File: config.mk
export PLATFORM = sky130hd
export DESIGN_NAME = pipe_skid_stage
export DESIGN_NICKNAME = d
export VERILOG_FILES = /design/src/rtl/pipe_skid_stage.sv
export SDC_FILE = /design/constraint.sdc
export NUM_CORES = 1
export LEC_CHECK = 0
export CORE_ASPECT_RATIO = 2
export CORE_MARGIN = 3
export CORE_UTILIZATION = 45
export CTS_CLUSTER_DIAMETER = 50
export DETAILED_ROUTE_END_ITERATION = 10
export GPL_TIMING_DRIVEN = 0
export PLACE_DENSITY = 0.88
export SLEW_MARGIN = 20
export SYNTH_ARGS = -nofsm -noshare
export SYNTH_HDL_FRONTEND = slang
export SYNTH_SLANG_ARGS = --single-unit
File: constraint.sdc
create_clock -name clk -period 1.88 [get_ports clk]
set_input_delay 0.282 -clock clk [delete_from_list [all_inputs] [get_ports clk]]
set_output_delay 0.282 -clock clk [all_outputs]
set_load 0.01 [all_outputs]
File: src/rtl/pipe_skid_stage.sv
// Two-entry skid-buffered pipeline register: main entry drives the output, skid
// entry absorbs one payload while downstream stalls so in_ready depends only on state.
module pipe_skid_stage #(
   parameter int unsigned        DATA_W      = 96,
   parameter logic [DATA_W-1:0]  BUBBLE_DATA = {DATA_W{1'b0}},
   parameter int unsigned        CNT_W       = 16
) (
   input  logic              clk,
   input  logic              reset,
   input  logic              flush,
   input  logic              in_valid,
   input  logic [DATA_W-1:0] in_data,
   output logic              in_ready,
   output logic              out_valid,
   output logic [DATA_W-1:0] out_data,
   input  logic              out_ready,
   output logic [1:0]        occupancy,
   output logic [CNT_W-1:0]  drop_cnt
);

   // Handshake: a transfer happens on a rising edge where valid and ready are both
   // high; valid must not depend on ready, and a held payload stays stable until taken.

   logic              main_valid, main_valid_n;
   logic [DATA_W-1:0] main_data, main_data_n;
   logic              skid_valid, skid_valid_n;
   logic [DATA_W-1:0] skid_data, skid_data_n;
   logic [1:0]        occupancy_n;
   logic [CNT_W-1:0]  drop_cnt_n;
   logic [1:0]        dropped;
   logic [CNT_W:0]    drop_sum;
   logic              in_fire, out_fire;

   assign in_ready  = !skid_valid;
   assign out_valid = main_valid;
   assign out_data  = main_valid ? main_data : BUBBLE_DATA;
   assign in_fire   = in_valid & in_ready;
   assign out_fire  = main_valid & out_ready;

   // Entries still held after this cycle's delivery are the ones a flush discards.
   assign dropped  = {1'b0, main_valid & !out_fire} + {1'b0, skid_valid};
   assign drop_sum = {1'b0, drop_cnt} + {{(CNT_W - 1){1'b0}}, dropped};

   always_comb begin
      main_valid_n = main_valid;
      main_data_n  = main_data;
      skid_valid_n = skid_valid;
      skid_data_n  = skid_data;
      drop_cnt_n   = drop_cnt;

      if (flush) begin
         main_valid_n = 1'b0;
         main_data_n  = BUBBLE_DATA;
         skid_valid_n = 1'b0;
         drop_cnt_n   = drop_sum[CNT_W] ? {CNT_W{1'b1}} : drop_sum[CNT_W-1:0];
      end else if (out_fire) begin
         if (skid_valid) begin
            main_valid_n = 1'b1;
            main_data_n  = skid_data;
            skid_valid_n = 1'b0;
         end else if (in_fire) begin
            main_valid_n = 1'b1;
            main_data_n  = in_data;
         end else begin
            main_valid_n = 1'b0;
            main_data_n  = BUBBLE_DATA;
         end
      end else if (in_fire) begin
         if (!main_valid) begin
            main_valid_n = 1'b1;
            main_data_n  = in_data;
         end else begin
            skid_valid_n = 1'b1;
            skid_data_n  = in_data;
         end
      end

      occupancy_n = {1'b0, main_valid_n} + {1'b0, skid_valid_n};
   end

   always_ff @(posedge clk) begin
      if (reset) begin
         main_valid <= 1'b0;
         main_data  <= BUBBLE_DATA;
         skid_valid <= 1'b0;
         skid_data  <= BUBBLE_DATA;
         occupancy  <= 2'd0;
         drop_cnt   <= '0;
      end else begin
         main_valid <= main_valid_n;
         main_data  <= main_data_n;
         skid_valid <= skid_valid_n;
         skid_data  <= skid_data_n;
         occupancy  <= occupancy_n;
         drop_cnt   <= drop_cnt_n;
      end
   end

endmodule

==> impl_results.md, run 1 <==
- Starting density of the core: roughly 46%
- Final min period: about 2000 ps
- YS warnings: 0
- Hold Violations, Final: 0
- Crit path largest cell delay: between 400 and 500 ps
- # clock sinks: ~210
- Violated checks: negative setup slack
- Final setup viols: 12
- Nets: around 1400
- Tot Pwr: slightly below 10 mW
- Met3 GRT Util: around 3.6%
- Critical path type: reg -> reg
- Die area: 21700 um^2
- Detail-routed net length per standard cell: approximately 18 um
- Largest net degree at the start of global routing: 20
- First-pass GRT wire length: between 40 and 50 mm
- Final core utilization: between 60 and 70%
- Die width: around 110 um
- Worst EP required: 2220 ps
- Starting DRT DRC Count: 441
- Worst hold stages: 4
- Antenna viol nets, final: 0
- Setup TNS: -502 ps
- Synth Instances: about 1100
- Synth top area share: 47.6%
- FILL cells: 1567
- CTS tree: yes
- Vias in the first global route: roughly 9000
- Global route overflow: 0
- Grt met1 use: 23.1%
- Largest cells by area after synthesis: dfxtp_1 (48%), a221oi_1 (8.5%), nand2_1 (8.4%)
- Setup crit start kind: flop
- Post-Route Skew: a little under 8 ps
- Unrepaired setup endpoints after global routing: true
- Post-Syn Area: 8920 um^2
- Layout cells sized above 1: around 20%
- Leak: around 4.7 nW
- CTS Root Cell: clkbuf_16
- Syn_nets: about 1200
- Worst EP arrival: roughly 2400 ps
- Max clock buf depth: 3
- Crit end category: flop
- GR peak layer: met2
- Total core area: 19400 um^2
- Final slew viol count: 0
- CTS buffer count: 19
- VDD IR-drop max: 0.666 mV
- Initial antenna violation count: 0
- Worst slew margin: between 50 and 60%
- Worst-Margin Slew: 682 ps
- Top-Level Pins: approximately 220
- CP max FO: 3
- Post-Route WL: 29.3 mm
- Worst Hold Launch: reset
- Slowest cell on the critical path: fa_2
- Worst Hold Class: in -> reg
- Final HPWL DP: 20.6 mm
- Clock-pin slew on the worst setup and hold paths: 70 ps
- Row count: approximately 70
- Yosys top cell by area: dfxtp_1
- Status: complete, but fails checks
- Yosys reg bits: approximately 210
- WHS Endpoint: drop_cnt[15]$_SDFFE_PP0P_
- Area grow syn2layout: 37.2%
- Fmax: slightly below 0.5 GHz
- Tcrit/Tclk final: 108%
- Hold Buf Count CTS: 0
- Worst path bufs/invs: 3
- Final worst setup slack: -158 ps
- Chip height: between 200 and 250 um
- GRT Total Usage: between 20% and 30%
- DR vias/cell: 5.59
- Reg-to-Reg End: drop_cnt[8]$_SDFFE_PP0P_
- Max_cap viols: 0
- Critical path cell sequence: inv_1 > fa_2 > inv_2 > ha_4 > nand4_4 > buf_6 > or3_4 > nor3_4 > a211oi_1
- Vias: a little under 9000
- Sequential area share after synthesis: a little under half
- R2R setup slack: -160 ps
- Syn_area_per_cell: 8.26 um^2
- Synth cell types: between 40 and 50
- 1st-pass router iterations: 6
- PwrDens: roughly 790 nW/um^2
- Met2 Track Usage GR: 49.7%
- CTS H-tree lvls: 1
- GPL Wtd Cong: 0.880
- # DRC: 0
- Port bufs: about 220
- Worst R2R Start: drop_cnt[0]$_SDFFE_PP0P_
- R2R depth: 9
- N_diodes: 0
- Skew-Pair Late Insertion Delay: 480 ps
- Top Family by Delay on Critical Path: simple AND/OR/NAND/NOR gates
[cell type report]
cell class / instances / area [um^2] / share of cell area (%)
flip-flops and latches: 212 / 4260 / 34.8
clock inverters: 4 / 48.8 / 0.399
inverters: 9 / 36.3 / 0.296
plain buffers: 97 / 636 / 5.19
clock buffers: 28 / 539 / 4.41
well taps: 259 / 324 / 2.65
multi-input cells: 759 / 4370 / 35.7
repair buffers: 233 / 2030 / 16.6
[flip-flops by register name, summed over array words and instances, names as in the netlist]
| signal | count |
|---|---|
| drop_cnt | 16 |
| main_data | 96 |
| occupancy | 2 |
| out_valid | 1 |
| skid_data | 96 |
| skid_valid | 1 |
[worst max path at each step]
stage | depth (start not counted) | to | slack (ps) | start
after floorplan | 8 | drop_cnt[14]$_SDFFE_PP0P_ | 50 | drop_cnt[0]$_SDFFE_PP0P_
after global placement | 9 | drop_cnt[14]$_SDFFE_PP0P_ | -570 | out_ready
after detailed placement | 9 | drop_cnt[14]$_SDFFE_PP0P_ | -650 | out_ready
after CTS | 8 | drop_cnt[14]$_SDFFE_PP0P_ | -150 | out_valid$_SDFF_PP0_
after global routing | 9 | drop_cnt[8]$_SDFFE_PP0P_ | -180 | out_valid$_SDFF_PP0_
final | 9 | drop_cnt[8]$_SDFFE_PP0P_ | -160 | drop_cnt[0]$_SDFFE_PP0P_
[stage by stage]
step,std cells,worst slack (ps),area [um^2],hold WS [ps]
2_1_floorplan,1080,51.2,8960,418
3_3_place_gp,1554,-571,11400,441
3_5_place_dp,1554,-648,11400,446
4_1_cts,1589,-154,12200,327
5_1_grt,1601,-176,12200,389
6_report,1601,-158,12200,375
[tightest hold or removal path, stage by stage]
cell	delay (ps)
buf_2	200
nor2b_1	170
mux2i_1	90
nand3_1	80
[cells in the final DEF (no fill, tap or decap), types with 3 or more instances in the layout]
cell type / n
nand3_1: 5
dfxtp_1: 206
buf_8: 6
nand2_1: 197
buf_4: 23
nor4_1: 3
clkbuf_2: 33
inv_1: 7
nor2_1: 103
buf_2: 67
clkdlybuf4s15_2: 4
clkbuf_16: 22
dfxtp_2: 4
clkdlybuf4s15_1: 9
clkbuf_1: 40
clkbuf_8: 3
xor2_1: 3
o21ai_0: 4
a221oi_1: 79
clkdlybuf4s50_1: 118
a221oi_2: 17
and2_4: 20
nor3_1: 96
and2_1: 76
a21oi_2: 4
nor3_2: 5
buf_12: 3
xnor2_1: 7
nand4_1: 3
o21ai_1: 5
nor2b_1: 5
a21oi_1: 97
buf_6: 26
[report_power, final]
group / total (mW) / internal [mW] / leakage, nW / switching, mW
combinational: 1.19 / 0.555 / 2.70 / 0.634
clock: 3.79 / 2.13 / 0.289 / 1.66
sequential: 4.68 / 4.61 / 1.72 / 0.0672
total: 9.66 / 7.29 / 4.72 / 2.36
[kinds of logic (layout without fill, tap and decap cells)]
kind of cell	Yosys count	after routing	synth area share, %
AND/OR/NAND/NOR	532	532	27.9
AO/OA/AOI/OAI	213	213	16.8
multiplexers	1	1	0.112
buffers and inverters	109	371	6.09
adder cells (fa/ha/maj)	3	3	0.505
flip-flops	212	212	47.6
XOR/XNOR	10	10	0.982
[what timing repair did]
item,4_1_cts,5_1_grt
pin swaps,8,7
endpoints found under the setup margin,151,165
gates cloned,0,3
buffers inserted,4,11
resized for setup,369,113
[synth_stat cells (all sizes together)]
master and n:
a211oi 2, a21oi 101, a221oi 96, a311oi 2, a31oi 1, and2 96, and3 2, and4 1
buf 50, clkbuf 50, dfxtp 212, fa 1, ha 2, inv 9, mux2i 1, nand2 199
nand2b 2, nand3 6, nand4 4, nand4b 1, nor2 104, nor2b 5, nor3 103, nor4 6
o21a 1, o21ai 10, or2 1, or3 2, xnor2 7, xor2 3
[metal layers]
layer | routed length, um | vias up
met2 | 16400 | 372
met3 | 1420 | 123
li1 | - | 4244
met1 | 9620 | 4207
met4 | 1920 | 0
met5 | 0 | -
Note: power is estimated with default switching activity, not from simulation.
==> run 2: changes to the inputs <==
Settings changed: CORE_MARGIN 3 to 8.
==> run 2 against run 1 <==
  * The run still ends with negative setup slack left
  * Total power is 1.1% higher
  * Via count rose by 1.1%
  * Combinational power about the same
  * Clock-buffer cell count fell by 5
  * Global-route usage down 3.0 points
  * Largest power group unchanged
==> impl_results.md, run 2 (synthesis results as in run 1) <==
- Logic pwr share: 12.3% (about the same)
- Status: complete, but fails checks
- Die area: 24900 um^2 (+15%)
- Hold Buf Count CTS: 0 (unchanged)
- Port bufs: 215 (unchanged)
- Starting DRT DRC Count: 655 (+49%)
- # clock sinks: 212 (unchanged)
- CP max FO: 5 (+2)
- Fmax: 0.509 GHz (+3.7%)
- Final core utilization: 63.1% (-0.095 points)
- Nets: 1432 (-0.21%)
- Area grow syn2layout: 38.9%
- Final HPWL DP: 20.2 mm (-2.1%)
- Net Sw Frac: 25.0% (+0.52 points)
- 1st-pass router iterations: 5 (-1)
- Final setup viols: 17 (+5)
- Worst EP required: 2290 ps (+70 ps)
- Layout cells sized above 1: 22.5% (+2.6 points)
- Total core area: 19600 um^2 (+1.4%)
- Clock-pin slew on the worst setup and hold paths: 70 ps (about the same)
- Final worst setup slack: -84.3 ps (+73.3 ps)
- Storage cell area: 4260 um^2 (about the same)
- PwrDens: 788 nW/um^2 (-0.16%)
- # DRC: 0 (unchanged)
- Clock network power share: 39.7% (+0.4 points)
- Skew-Pair Late Insertion Delay: 490 ps (about the same)
- GPL Wtd Cong: 0.880 (about the same)
- VDD IR-drop max: 0.672 mV (+0.90%)
- CTS tree: yes
- Initial antenna violation count: 0 (unchanged)
- Worst EP arrival: 2380 ps (about the same)
- Row count: 73 (+1.4%)
- Critical path type: reg -> reg
- DR vias/cell: 5.65 (+1.1%)
- CTS Root Cell: clkbuf_16
- Multi-input combinational cell area: 4430 um^2 (+1.5%)
- Crit end category: flop
- Flop pwr share: 48.0% (-0.4 points)
- Worst Hold Class: in -> reg
- Unrepaired setup endpoints after global routing: true
- Worst-Margin Slew: 667 ps (-15.3 ps)
- Starting density of the core: 45.4% (-0.63 points)
- Top-Level Pins: 217 (unchanged)
- Max_cap viols: 0 (unchanged)
- Worst slew margin: 55.5% (+1.0 points)
- Tcrit/Tclk final: 104% (-3.9 points)
- Post-Route Skew: 13.7 ps (+5.87 ps)
- Most frequent cells in the layout: dfxtp_1 (204), nand2_1 (197), clkdlybuf4s50_1 (119)
- Max clock buf depth: 3 (unchanged)
- Leak: 4.70 nW (-0.25%)
- Final min period: 1960 ps (-73.3 ps)
- CTS buffer count: 19 (unchanged)
- Final std cells w/o fill: 1601 (unchanged)
- Biggest regs: main_data x96, skid_data x96, drop_cnt x16
- Vias: 9047 (+1.1%)
- CTS H-tree lvls: 1 (unchanged)
- Post-Route WL: 29.3 mm (-0.29%)
- Violated checks: negative setup slack
- Global route overflow: 0 (unchanged)
- Vias in the first global route: 8881 (-1.5%)
- N_diodes: 0 (unchanged)
- Chip height: 215 um (+4.9%)
- Largest net degree at the start of global routing: 17 (-15%)
- Final slew viol count: 0 (unchanged)
- Die width: 116 um (+9.5%)
- P_sw: 2.44 mW (+3.2%)
- Detail-routed net length per standard cell: 18.3 um (-0.29%)
- First-pass GRT wire length: 45.0 mm (+2.0%)
- Antenna viol nets, final: 0 (unchanged)
- Placed Cells: 1557 (+0.19%)
- FILL cells: 1526 (-2.6%)
- Commonest non-fill, non-tap cell in the layout: dfxtp_1
- Setup crit start kind: flop
- Pint: 7.32 mW (+0.38%)
- GRT Total Usage: 22.0% (-3.0 points)
- Hold Violations, Final: 0 (unchanged)
run 2: per-stage QoR:
step / hold WS [ps] / instance area [um^2] / total power [mW] / setup slack (ps) / TNS (ps)
CTS: 323 / 12100 / 9.73 / -48.5 / -713
finish: 336 / 12400 / 9.76 / -84.3 / -570
detailed placement: 448 / 11400 / 5.86 / -622 / -98190
global route: 369 / 12400 / 10.1 / -158 / -3380
floorplan: 418 / 8960 / 5.36 / 51.2 / 0
global placement: 441 / 11400 / 5.82 / -603 / -84400
run 2: cell type report:
class	instances	share of cell area, %
repair buffers	228	16.8
clock buffers	23	4.28
flip-flops and latches	212	34.4
multi-input cells	759	35.8
clock inverters	9	0.646
plain buffers	99	5.17
inverters	9	0.293
well taps	262	2.65
run 2: final timing paths:
path | cells after the start | slack (ps) | start | to
worst min-delay path | 4 | 340 | reset | drop_cnt[15]$_SDFFE_PP0P_
worst min register to register | 2 | 460 | skid_data[84]$_SDFFE_PP0P_ | skid_data[84]$_SDFFE_PP0P_
worst max-delay path | 8 | -80 | out_valid$_SDFF_PP0_ | drop_cnt[4]$_SDFFE_PP0P_
worst max register to register | 8 | -80 | out_valid$_SDFF_PP0_ | drop_cnt[4]$_SDFFE_PP0P_
run 2: repair_timing:
action                                  4_1_cts  5_1_grt
endpoints found under the setup margin      154      173
resized for setup                           397      126
setup buffers                                 6        7
pin swaps                                     8       10
run 2: power groups by stage:
stage / Clock (mW) / Combinational, mW / Sequential, mW
after floorplan: 0 / 0.596 / 4.76
after global placement: 0 / 1.05 / 4.77
after detailed placement: 0 / 1.08 / 4.78
after CTS: 3.92 / 1.13 / 4.68
after global routing: 4.09 / 1.30 / 4.69
final: 3.88 / 1.20 / 4.68
run 2: layer usage:
metal  vias to the layer above  GRT usage (%)  wire [um]
li1                       4222              -          -
met1                      4254           26.9      11200
met2                       515           36.8      14200
met3                        56           5.48       3190
met4                         0           6.40        663
met5                         -              0          0
run 2: worst max-delay path: stages, from the launching register on:
cell and delay [ps]:
dfxtp_4 390, nand2b_4 60, fa_2 350, inv_2 70
ha_4 150, nand4_4 120, nor4_4 410, nand2_2 180
a21oi_2 160
==> run 3: changes to the inputs <==
Settings changed: GPL_ROUTABILITY_DRIVEN set to 0.
==> run 3 against run 2 <==
  * The flow still finishes with violations (negative setup slack)
  * Maximum frequency down 2.7%
  * Worst setup slack worse by 53 ps
  * Highest routed layer unchanged
  * Register-to-register slack worse by 50 ps
  * Die area stayed put
  * Combinational power hardly changed
  * Clock-buffer cell count increased by 1
  * Cell count up 0.37%
  * Sequential cell count did not move
  * Non-clock buffer count increased by 6
  * Worst hold slack improved by 15 ps
  * Sequential power barely moved
  * Clock power is essentially flat
==> impl_results.md, run 3 (synthesis results as in run 1) <==
- Critical path cell sequence: buf_6 > nand2b_4 > fa_2 > inv_2 > ha_4 > nand4_4 > buf_6 > nor4_4 > xnor2_1 > o21ai_1
- Vias: 9039 (-0.088%)
- Critical path depth in cells: 10 (+2)
- GRT Total Usage: 21.5% (-0.54 points)
- Largest net degree at the start of global routing: 20 (+3)
- Most frequent cells in the layout: dfxtp_1 (204), nand2_1 (197), clkdlybuf4s50_1 (119)
- Tcrit/Tclk final: 107% (+2.8 points)
- 1st-pass router iterations: 7 (+2)
- Setup crit start kind: flop
- Worst path bufs/invs: 3 (+2)
- Chip height: 215 um (unchanged)
- Port bufs: 215 (unchanged)
- Fmax: 0.496 GHz (-2.7%)
- P_sw: 2.39 mW (-2.1%)
- Antenna viol nets, final: 0 (unchanged)
- Slowest cell on the critical path: dfxtp_4
- Row count: 73 (unchanged)
- Biggest regs: main_data x96, skid_data x96, drop_cnt x16
- Worst Hold Class: in -> reg
- Flop pwr share: 47.7% (-0.3 points)
- Final std cells w/o fill: 1607 (+0.37%)
- Post-Route WL: 29.4 mm (+0.67%)
- Final worst setup slack: -138 ps (-53.5 ps)
- VDD IR-drop max: 0.660 mV (-1.8%)
- Final core utilization: 64.9% (+1.8 points)
- Top Family by Delay on Critical Path: adder cells
- Violated checks: negative setup slack
- Worst-Margin Slew: 694 ps (+26.8 ps)
- First-pass GRT wire length: 44.0 mm (-2.1%)
- Die width: 116 um (unchanged)
- Global route overflow: 0 (unchanged)
- Design area: 12700 um^2 (+2.8%)
- Layout cells sized above 1: 22.5% (-0.026 points)
- Hold Buf Count CTS: 0 (unchanged)
- Placed cell area: 11400 um^2 (unchanged)
- Crit-path most repeated cell: buf_6
- Reg-to-Reg End: drop_cnt[10]$_SDFFE_PP0P_
- Final min period: 2020 ps (+53.5 ps)
- Commonest non-fill, non-tap cell in the layout: dfxtp_1
- N_diodes: 0 (unchanged)
- Vias in the first global route: 8880 (-0.011%)
- Place WS: -648 ps (-25.8 ps)
- CP max FO: 3 (-2)
- Worst EP arrival: 2370 ps (about the same)
- Clock-pin slew on the worst setup and hold paths: 70 ps (about the same)
- Hold_ws: 351 ps (+15.1 ps)
- Total core area: 19600 um^2 (unchanged)
- Worst R2R Start: out_valid$_SDFF_PP0_
- Final setup viols: 11 (-6)
- Starting density of the core: 45.4% (unchanged)
- Unrepaired setup endpoints after global routing: true
- # clock sinks: 212 (unchanged)
- Status: complete, but fails checks
- Setup TNS: -648 ps (-78.2 ps)
- Crit path from: out_valid$_SDFF_PP0_
- Hold Violations, Final: 0 (unchanged)
- Starting DRT DRC Count: 647 (-1.2%)
- Logic pwr share: 12.5% (+0.2 points)
- Worst slew margin: 53.8% (-1.8 points)
- Detail-routed net length per standard cell: 18.3 um (+0.30%)
- Placed Cells: 1557 (unchanged)
- CTS H-tree lvls: 1 (unchanged)
- Max_cap viols: 0 (unchanged)
- Post-Route Skew: 13.7 ps (-0.0790 ps)
- # DRC: 0 (unchanged)
- CTS Root Cell: clkbuf_16
- Final slew viol count: 0 (unchanged)
- R2R setup slack: -140 ps (-50 ps)
- Crit path largest cell delay: 380 ps (-30 ps)
- CTS tree: yes
- R2R depth: 10 (+2)
- Pint: 7.43 mW (+1.5%)
- PwrDens: 771 nW/um^2 (-2.2%)
- Crit end category: flop
- CP Capture Point: drop_cnt[10]$_SDFFE_PP0P_
- Worst EP required: 2230 ps (-60 ps)
- DR vias/cell: 5.62 (-0.46%)
- Net Sw Frac: 24.3% (-0.67 points)
- Max clock buf depth: 3 (unchanged)
- Final HPWL DP: 20.1 mm (-0.50%)
- CTS buffer count: 19 (unchanged)
- Area grow syn2layout: 42.8%
- Clock network power share: 39.7% (about the same)
- Critical path type: reg -> reg
- FILL cells: 1472 (-3.5%)
- Skew-Pair Late Insertion Delay: 490 ps (about the same)
- Nets: 1438 (+0.42%)
- Die area: 24900 um^2 (unchanged)
- Top-Level Pins: 217 (unchanged)
- Leak: 4.85 nW (+3.0%)
- Tot Pwr: 9.82 mW (+0.59%)
- Initial antenna violation count: 0 (unchanged)
==> run 3: per-layer routing <==
layer / global-route usage, % / routed length, um / vias up
li1: - / - / 4234
met1: 25.9 / 11700 / 4257
met2: 36.4 / 14300 / 484
met3: 5.08 / 2710 / 64
met4: 6.44 / 748 / 0
met5: 0 / 0 / -
==> run 3: worst reg2reg max path: cells and delay by family, from the launching register on <==
family                     cells  cell delay (ps)
AOI/OAI and AO/OA              1               80
and+or+nand+nor                3              430
adders and majority gates      2              490
DFF                            1              380
xor gates and xnor gates       1              170
buffers and inverters          3              340
==> run 3: worst min-delay path by stage <==
stage                                           from                    endpoint  slack, ps  cells past startpoint
after floorplan                           in_data[0]   skid_data[0]$_SDFFE_PP0P_        420                      2
after global placement    skid_data[39]$_SDFFE_PP0P_  skid_data[39]$_SDFFE_PP0P_        440                      2
after detailed placement  skid_data[42]$_SDFFE_PP0P_  skid_data[42]$_SDFFE_PP0P_        450                      2
after CTS                                      reset   drop_cnt[15]$_SDFFE_PP0P_        350                      4
after global routing                     in_data[73]  skid_data[73]$_SDFFE_PP0P_        390                      3
final                                          reset   drop_cnt[15]$_SDFFE_PP0P_        350                      4
==> run 3: timing repair <==
| action | in CTS | in global routing |
|---|---|---|
| endpoints found under the setup margin | 158 | 152 |
| gates resized for setup | 383 | 183 |
| pin swaps | 7 | 27 |
| cloned | 1 | 7 |
| buffers inserted | 5 | 6 |
==> run 3: area by class of cell <==
type | count | area, um^2 | area share (%)
inverters | 9 | 33.8 | 0.265
repair buffers | 234 | 2430 | 19.1
multi-input cells | 759 | 4420 | 34.7
flip-flops and latches | 212 | 4260 | 33.4
clock inverters | 8 | 101 | 0.796
plain buffers | 99 | 647 | 5.08
well taps | 262 | 328 | 2.57
clock buffers | 24 | 514 | 4.04
==> run 3: power by group through the flow <==
stage	Sequential (mW)	Clock (mW)	Combinational (mW)
floorplan	4.76	0	0.596
global placement	4.77	0	1.04
detailed placement	4.78	0	1.08
CTS	4.68	3.95	1.11
global route	4.70	4.10	1.32
finish	4.69	3.90	1.23
